## config.mk

```make
export PLATFORM = sky130hd
export DESIGN_NAME = branch_pred_ctrl
export DESIGN_NICKNAME = d
export VERILOG_FILES = /design/src/rtl/branch_pred_ctrl.sv
export SDC_FILE = /design/constraint.sdc
export NUM_CORES = 1
export LEC_CHECK = 0
export CORE_UTILIZATION = 49
export CTS_CLUSTER_DIAMETER = 120
export DETAILED_ROUTE_END_ITERATION = 12
export MAX_ROUTING_LAYER = met4
export PLACE_DENSITY = 0.9
export SYNTH_ARGS = -nofsm -noshare
export SYNTH_HDL_FRONTEND = slang
export SYNTH_SLANG_ARGS = --single-unit
```

## constraint.sdc

```tcl
create_clock -name clk -period 3.85 [get_ports clk]
set_input_delay 0.77 -clock clk [delete_from_list [all_inputs] [get_ports clk]]
set_output_delay 0.77 -clock clk [all_outputs]
set_load 0.05 [all_outputs]
```

## src/rtl/branch_pred_ctrl.sv

```systemverilog
// Branch prediction controller: 2-bit BHT lookup in IF, in-flight
// prediction queue, EXE-side misprediction detection and recovery.
module branch_pred_ctrl #(
  parameter int DATA_W    = 32,
  parameter int BHT_IDX_W = 4,
  parameter int QUE_DEPTH = 2
) (
  input  logic              clk,
  input  logic              rst,
  input  logic [DATA_W-1:0] PC_IF,
  input  logic [6:0]        opcode_IF,
  input  logic [DATA_W-1:0] PC_added,
  input  logic [DATA_W-1:0] PC_imm,
  input  logic [6:0]        opcode_EXE,
  input  logic              br_taken_EXE,
  input  logic              Istall,
  input  logic              Dstall,
  output logic              taken_sel,
  output logic              jump_sel,
  output logic [DATA_W-1:0] PC_imm_que,
  output logic              flush,
  output logic              que_full,
  output logic              que_empty,
  output logic              err_ovf,
  output logic              err_udf,
  output logic [15:0]       br_cnt,
  output logic [15:0]       miss_cnt
);

  localparam logic [6:0] BTYPE = 7'b1100011;
  localparam logic [6:0] JTYPE = 7'b1101111;
  localparam int BHT_N = 1 << BHT_IDX_W;
  localparam int PW = $clog2(QUE_DEPTH);
  localparam int CW = PW + 1;
  localparam logic [CW-1:0] FULL_CNT = CW'(QUE_DEPTH);

  typedef struct packed {
    logic                 pred;
    logic [BHT_IDX_W-1:0] idx;
    logic [DATA_W-1:0]    rec_pc;
  } rec_t;

  logic [1:0]    bht [BHT_N];
  rec_t          que [QUE_DEPTH];
  logic [PW-1:0] rd_ptr;
  logic [PW-1:0] wr_ptr;
  logic [CW-1:0] occ;

  logic                 stall;
  logic                 btype_if;
  logic                 jtype_if;
  logic                 btype_exe;
  logic [BHT_IDX_W-1:0] idx_if;
  rec_t                 head;
  logic                 resolve;
  logic                 mis;
  logic                 pop;
  logic                 push_req;
  logic                 push;
  logic                 unused;

  assign stall     = Istall | Dstall;
  assign btype_if  = (opcode_IF == BTYPE);
  assign jtype_if  = (opcode_IF == JTYPE);
  assign btype_exe = (opcode_EXE == BTYPE);
  assign idx_if    = PC_IF[BHT_IDX_W+1:2];
  assign unused    = ^{PC_IF[DATA_W-1:BHT_IDX_W+2],
                       PC_IF[1:0]};

  always_comb begin
    taken_sel = 1'b0;
    unique case (1'b1)
      jtype_if: taken_sel = 1'b1;
      btype_if: taken_sel = bht[idx_if][1];
      default:  taken_sel = 1'b0;
    endcase
  end

  assign head      = que[rd_ptr];
  assign que_empty = (occ == '0);
  assign que_full  = (occ == FULL_CNT);
  assign resolve   = btype_exe & ~que_empty;
  assign mis       = resolve & (head.pred ^ br_taken_EXE);
  assign flush     = mis & ~stall;
  assign jump_sel  = btype_exe & br_taken_EXE;
  assign PC_imm_que = que_empty ? '0 : head.rec_pc;

  // A pop frees a slot in the same cycle, so push is legal when full
  assign pop      = resolve & ~stall;
  assign push_req = btype_if & ~stall & ~flush;
  assign push     = push_req & (~que_full | pop);

  always_ff @(posedge clk) begin
    if (push) begin
      que[wr_ptr].pred   <= taken_sel;
      que[wr_ptr].idx    <= idx_if;
      que[wr_ptr].rec_pc <= taken_sel ? PC_added : PC_imm;
    end
  end

  always_ff @(posedge clk or negedge rst) begin
    if (!rst) begin
      for (int i = 0; i < BHT_N; i++) bht[i] <= 2'b01;
      rd_ptr   <= '0;
      wr_ptr   <= '0;
      occ      <= '0;
      br_cnt   <= '0;
      miss_cnt <= '0;
      err_ovf  <= 1'b0;
      err_udf  <= 1'b0;
    end else begin
      err_ovf <= push_req & ~push;
      err_udf <= btype_exe & que_empty & ~stall;
      if (pop) begin
        if (br_taken_EXE && bht[head.idx] != 2'b11)
          bht[head.idx] <= bht[head.idx] + 2'd1;
        else if (!br_taken_EXE && bht[head.idx] != 2'b00)
          bht[head.idx] <= bht[head.idx] - 2'd1;
        br_cnt   <= br_cnt + 16'd1;
        miss_cnt <= miss_cnt + 16'(mis);
      end
      // Records younger than a mispredicted branch are wrong-path
      if (flush) begin
        rd_ptr <= '0;
        wr_ptr <= '0;
        occ    <= '0;
      end else begin
        if (push) wr_ptr <= wr_ptr + PW'(1);
        if (pop)  rd_ptr <= rd_ptr + PW'(1);
        occ <= occ + CW'(push) - CW'(pop);
      end
    end
  end

endmodule

```

==> results of run 1 <==
[through the flow]
step / power (uW) / setup slack, ns
global route: 3892 / 0.1138
global placement: 1955 / 0.2676
detailed placement: 1966 / 0.2259
finish: 3787 / 0.1911
floorplan: 1798 / 0.1777
CTS: 3807 / 0.1933
[power breakdown]
group	switching (uW)	total [uW]	internal, uW	leakage (uW)
clock	631	1850	1220	0.000318
combinational	160	309	149	0.00185
sequential	2.83	1630	1630	0.00157
total	793	3790	2990	0.00374
[worst max-delay path, delay by kind of cell]
| kind | cells | cell delay, ns |
|---|---|---|
| buffers and inverters | 3 | 0.83 |
| AO/OA/AOI/OAI | 1 | 0.10 |
| AND/OR/NAND/NOR | 3 | 1.18 |
[cells by family (layout without fill, tap and decap cells)]
logic type,after synthesis,in the layout,share of synthesized area (%)
DFF,144,144,57.15
xor gates and xnor gates,32,32,4.011
and+or+nand+nor,175,175,12.00
AOI/OAI and AO/OA,28,28,3.134
muxes,119,119,20.47
adders and majority gates,6,6,1.074
buffers and inverters,31,224,2.166
[cell type report]
| cell class | instances | area, sq um | share of cell area (%) |
|---|---|---|---|
| clock buffer | 19 | 432.9 | 4.508 |
| timing repair buffer | 179 | 1789 | 18.63 |
| inverter | 13 | 48.80 | 0.5081 |
| sequential | 144 | 3995 | 41.60 |
| clock inverter | 13 | 235.2 | 2.450 |
| multi-input combinational | 360 | 2877 | 29.95 |
| tap | 180 | 225.2 | 2.345 |
[Yosys cell counts (all sizes together), types with 2 or more instances]
cell / number / area (sq um)
a21oi: 2 / 10.01
a22o: 3 / 26.28
a31oi: 2 / 12.51
a32oi: 2 / 17.52
and2: 4 / 25.02
and3: 7 / 43.79
buf: 11 / 76.32
clkbuf: 7 / 26.28
dfrtp: 54 / 1351
dfstp: 16 / 420.4
edfxtp: 74 / 2222
ha: 6 / 75.07
inv: 12 / 45.04
mux2: 71 / 912.1
mux2i: 45 / 450.4
mux4: 3 / 67.56
nand2: 43 / 161.4
nand2b: 2 / 12.51
nand3: 17 / 85.08
nand4: 8 / 50.05
nor2: 58 / 217.7
nor2b: 5 / 31.28
nor3: 11 / 55.05
nor3b: 3 / 22.52
nor4b: 2 / 17.52
nor4bb: 2 / 20.02
o2111ai: 3 / 26.28
o21ai: 2 / 10.01
o22ai: 2 / 12.51
o32ai: 4 / 35.03
or2: 3 / 18.77
or3: 3 / 18.77
or4: 2 / 15.01
xnor2: 21 / 183.9
xor2: 11 / 96.34
[what timing repair did]
item                                    CTS  global route
buffers inserted                          0             0
gates resized for setup                   0             3
endpoints found under the hold margin     0             0
endpoints found under the setup margin    0            16
[routing by layer]
metal / GRT usage (%) / vias up / wire, um
met5: - / - / 0
met4: 10.34 / 0 / 325
met3: 5.357 / 28 / 1020
met2: 41.94 / 244 / 8887
met1: 27.28 / 2451 / 6444
li1: - / 2319 / -
[cells in the final DEF, fill, tap and decap left out, types with 3 or more instances in the layout]
cell type        instances
clkdlybuf4s50_1        154
edfxtp_1                74
nor2_1                  56
dfrtp_1                 53
mux2i_1                 45
nand2_1                 43
mux2_2                  41
mux2_4                  30
xnor2_1                 20
buf_4                   19
nand3_1                 17
clkbuf_16               17
dfstp_2                 16
inv_1                   12
xor2_1                  11
nor3_1                   9
nand4_1                  8
and3_1                   7
ha_1                     6
bufinv_16                6
nor2b_1                  5
buf_12                   5
o32ai_1                  4
and2_1                   4
nor3b_1                  3
o2111ai_1                3
mux4_2                   3
or3_1                    3
a22o_1                   3
clkinv_4                 3
[path summary, 6_finish.rpt]
path                         endpoint  slack, ns  depth (start not counted)
min                        br_cnt[15]       0.47                          1
max in group asynchronous      rd_ptr       2.65                          2
max                         taken_sel       0.19                          7
min in group asynchronous  br_cnt[12]       0.54                          2
min reg2reg                br_cnt[15]       0.47                          1
max reg2reg                   bht[31]       0.34                         11
==> impl_metrics.csv, run 1 <==
group,metric,value,unit
synth,syn_nets,656,
detailed_routing,dr.pass1.iters,5,
detailed_routing,wl,16.68,mm
detailed_routing,drt_iter0_drc,363,
job,maxCapViolations,0,
cts,clkLatencyLatePin,0.42,ns
global_route,antenna_found_initial,0,
timing,finalClockSkew,0.01199,ns
timing,slew_headroom,40.18,%
cells_and_area,fin_util,69.18,%
run_status,status,"complete, no violations",
critical_path,critical_path_class,"primary input to output pin",
cts,root_buffer,"clkbuf_16",
critical_path,worstPathArrival,2.89,ns
global_route,grt-ovfl-total,0,
timing,final_max_slew_viol_count,0,
detailed_routing,drc,0,
critical_path,cp_slowest_stage_delay,0.53,ns
die,initial_core_util,50.34,%
cts,cts_buffer_depth,2,
detailed_routing,antenna_left,0,
timing,hold_ws,0.4691,ns
global_route,grt_max_degree,71,
die,die_area,14740,sq um
critical_path,reg2reg_from,"rd_ptr",
place,post-place-cells,876,
cells_and_area,final_area,9603,sq um
detailed_routing,wl_per_cell,18.37,um
timing,finalSetupTns,0,ns
pwr,leakagePower,0.003739,uW
cells_and_area,final_cells,908,
cts,htreeDepth,4,
critical_path,worstPathMaxFanout,3,
synth,synth_cell_types,53,
critical_path,slowest_stage,"or4_1",
cts,path_clk_slew,0.06,ns
critical_path,crit_path_start,"opcode_IF[2]",
die,ios,186,
die,core,13880,sq um
cells_and_area,nFillCells,896,
cells_and_area,final_nets,836,
global_route,grt_pass1_vias,5275,
global_route,track_usage,24.39,%
pwr,max-vdd-ir-drop,0.2973,mV
die,rows,43,
place,globalplace.congestion,0.9143,
synth,async_reset_ff_share,48.61,%
place,io_buffer_count,157,
critical_path,worstPathCellList,"clkdlybuf4s50_1 -> nor4b_1 -> buf_4 -> o2111ai_1 -> or4_1 -> nand2_1 -> buf_12",
timing,max_freq,273.3,MHz
synth,yosys_warnings,0,
synth,synth_flop_cell,"edfxtp_1",
timing,worstMarginPinSlew,0.8973,ns
detailed_routing,vias,5042,
synth,synth-seq-area-share,57.15,%
hold_path,hp-start,"br_cnt[15]",
synth,synth_cells,535,
cts,cts-buffers-inserted,17,
detailed_routing,avgViaCountPerCell,5.553,
die,die_y,121.4,um
synth,synth.cell_area,6988,sq um
critical_path,startpoint_type,"primary input",
cells_and_area,area_growth,37.42,%
cts,cts_sinks,144,
cells_and_area,layout-drive-gt1-share,21.29,%
timing,rsz0062_at_grt,"false",
place,dpl_cell_area,8917,sq um
hold_path,min_path_type,"flip-flop to flip-flop",
timing,finalSetupViolCount,0,
die,die_w,121.4,um
cts,cts_hold_buffers,0,
pwr,pwr_density_cell,394.4,nW/um^2
timing,finalHoldViolCount,0,
cells_and_area,n_antenna_cell,0,
synth,ys_ff_latch,144,
timing,period_share,95.04,%
synth,synth-edff-count,74,
place,dp_hpwl,11.80,mm
global_route,grt_pass1_wl,26.27,mm
cts,tritoncts,"yes",
synth,postSynthAreaPerCell,13.06,sq um
critical_path,worstPathRequired,3.08,ns
critical_path,end_kind,"output pin",
timing,finalCriticalPeriod,3.659,ns
(Power assumes the default switching activity.)
==> inputs of run 2 (changes only) <==
--- a/config.mk
+++ b/config.mk
@@ -5,6 +5,7 @@
 export SDC_FILE = /design/constraint.sdc
 export NUM_CORES = 1
 export LEC_CHECK = 0
+export CORE_ASPECT_RATIO = 1.25
 export CORE_UTILIZATION = 49
 export CTS_CLUSTER_DIAMETER = 120
 export DETAILED_ROUTE_END_ITERATION = 12
==> constraint.sdc (replaced) <==
create_clock -name clk -period 3.85 [get_ports clk]
set_input_delay 1.155 -clock clk [delete_from_list [all_inputs] [get_ports clk]]
set_output_delay 1.155 -clock clk [all_outputs]
set_load 0.05 [all_outputs]
==> run 2 against run 1 <==
- the run now ends with negative setup slack left
- register-to-register slack got worse by 0.05 ns
- die area barely moved
- clock power fell by 12%
- first-iteration DRC count fell by 11%
- wire length rose by 5.0%
- sequential share of layout area fell by 0.30 points
- global-route usage rose by 0.71 points
- final cell count rose by 0.66%
- design area rose by 0.72%
==> impl_metrics.csv, run 2 (synthesis results as in run 1) <==
group,metric,value,unit
cells_and_area,n_antenna_cell,0,
global_route,grt_pass1_wl,26.79,mm
die,die_w,108.8,um
timing,period_share,102.1,%
cts,path_clk_slew,0.06,ns
cells_and_area,final_nets,847,
timing,finalCriticalPeriod,3.929,ns
critical_path,worstPathCellList,"clkdlybuf4s50_1 -> and3_1 -> buf_4 -> nand3b_1 -> nor3_2 -> a41oi_2 -> nand2_4 -> buf_12",
critical_path,worst-path-buf-inv,3,
place,dp_hpwl,12.15,mm
cells_and_area,final_area,9672,sq um
cts,root_buffer,"clkbuf_16",
detailed_routing,avgViaCountPerCell,5.720,
place,globalplace.congestion,0.8635,
pwr,max-vdd-ir-drop,0.3425,mV
timing,slew_headroom,41.69,%
cells_and_area,area_growth,38.41,%
critical_path,reg2reg_from,"rd_ptr",
run_status,violations,"negative setup slack",
timing,finalSetupTns,-0.07944,ns
cts,cts-buffers-inserted,17,
hold_path,hp-start,"br_cnt[15]",
timing,finalSetupViolCount,1,
cells_and_area,fin_util,69.72,%
global_route,grt_max_degree,71,
place,dpl_cell_area,8994,sq um
cells_and_area,final_common_cell,"clkdlybuf4s50_1",
cells_and_area,layout-drive-gt1-share,24.49,%
critical_path,end_kind,"output pin",
die,rows,48,
critical_path,regToRegSetupSlack,0.29,ns
global_route,grt_pass1_vias,5483,
cts,cts_sinks,144,
timing,setup_slack,-0.07944,ns
die,die_area,14750,sq um
global_route,antenna_found_initial,0,
cells_and_area,nFillCells,848,
critical_path,slowest_stage,"clkdlybuf4s50_1",
cts,cts_buffer_depth,2,
critical_path,critical-path-top-delay-family,"buffers and inverters",
job,maxCapViolations,0,
timing,finalHoldViolCount,0,
cells_and_area,sequential_cell_area,3995,sq um
global_route,grt-ovfl-total,0,
pwr,pwr_density_cell,369.3,nW/um^2
critical_path,cp_slowest_stage_delay,0.46,ns
detailed_routing,drc,0,
timing,worstMarginPinSlew,0.8747,ns
critical_path,startpoint_type,"primary input",
critical_path,critical_path_class,"primary input to output pin",
critical_path,worstPathArrival,2.77,ns
die,initial_core_util,50.37,%
global_route,track_usage,25.09,%
cts,htreeDepth,4,
die,ios,186,
critical_path,worstPathMaxFanout,3,
critical_path,r2r_end,"bht[15]",
timing,finalClockSkew,0.01310,ns
hold_path,holdPathStages,1,
detailed_routing,antenna_left,0,
detailed_routing,wl,17.52,mm
timing,final_max_slew_viol_count,0,
cts,cts_hold_buffers,0,
detailed_routing,dr.pass1.iters,6,
pwr,leakagePower,0.003853,uW
run_status,status,"finished with violations",
cells_and_area,mostFrequentLayoutCells,"clkdlybuf4s50_1 (141), edfxtp_1 (74), nor2_1 (55)",
place,io_buffer_count,157,
timing,rsz0062_at_grt,"true",
place,post-place-cells,881,
detailed_routing,vias,5228,
cells_and_area,final_cells,914,
critical_path,reg2regPathDepth,12,
cts,clkLatencyLatePin,0.44,ns
cells_and_area,multi_input_area,2914,sq um
timing,max_freq,254.5,MHz
critical_path,worstPathRequired,2.69,ns
hold_path,min_path_type,"flip-flop to flip-flop",
cts,tritoncts,"yes",
detailed_routing,wl_per_cell,19.17,um
die,die_y,135.5,um
detailed_routing,drt_iter0_drc,324,
hold_path,holdPathEnd,"br_cnt[15]",
die,core,13870,sq um
place,pre_cts_ws,-0.3621,ns
-- run 2: worst register-to-register path: cells and delay by family (launching register included) --
kind	cells	cell delay (ns)
AND/OR/NAND/NOR	6	1.12
flip-flops	1	0.56
adder cells (fa/ha/maj)	1	0.22
multiplexers	3	1.12
buffers and inverters	2	0.44
-- run 2: metrics by stage --
step | power (uW) | hold slack, ns
after detailed placement | 1972 | 0.4699
final | 3572 | 0.4801
after global placement | 1961 | 0.4589
after floorplan | 1798 | 0.4937
after global routing | 3663 | 0.5139
after CTS | 3584 | 0.4826
-- run 2: area by class of cell --
class	instances	area share, %
clock buffer	17	4.398
clock inverter	15	1.759
sequential	144	41.31
multi-input combinational	360	30.13
timing repair buffer	190	19.62
tap	175	2.264
inverter	13	0.5175
-- run 2: repair_timing --
item | CTS | global route
hold endpoints to repair | 0 | 0
pin swaps | 0 | 4
cloned | 0 | 0
gates resized for setup | 3 | 15
setup endpoints to repair | 27 | 18
buffers inserted | 0 | 1
-- run 2: worst max-delay path by stage --
stage	start	to	slack, ns	cells after the start
3_5_place_dp	opcode_IF[2]	taken_sel	-0.36	7
4_1_cts	PC_IF[2]	taken_sel	-0.32	7
5_1_grt	opcode_IF[5]	taken_sel	-0.12	8
3_3_place_gp	opcode_IF[2]	taken_sel	-0.29	7
6_report	opcode_IF[5]	taken_sel	-0.08	8
2_1_floorplan	opcode_IF[2]	que[0][0]	-0.21	4
-- run 2: report_power, final --
part / internal [uW] / switching (uW) / leakage [uW]
Clock: 871 / 754 / 0.000291
Sequential: 1630 / 2.73 / 0.00157
Combinational: 154 / 165 / 0.00199
-- run 2: metal layers --
layer,track usage (%),part of all wire (%)
met1,26.84,37
met2,42.93,54
met3,5.676,6.3
met4,13.21,3.2
met5,-,0
==> inputs of run 3 (changes only) <==
--- a/config.mk
+++ b/config.mk
@@ -9,6 +9,7 @@
 export CORE_UTILIZATION = 49
 export CTS_CLUSTER_DIAMETER = 120
 export DETAILED_ROUTE_END_ITERATION = 12
+export HOLD_SLACK_MARGIN = 0.05
 export MAX_ROUTING_LAYER = met4
 export PLACE_DENSITY = 0.9
 export SYNTH_ARGS = -nofsm -noshare
==> results of run 3 <==
No change in the layout: final DEF, timing and power equal those of run 2.
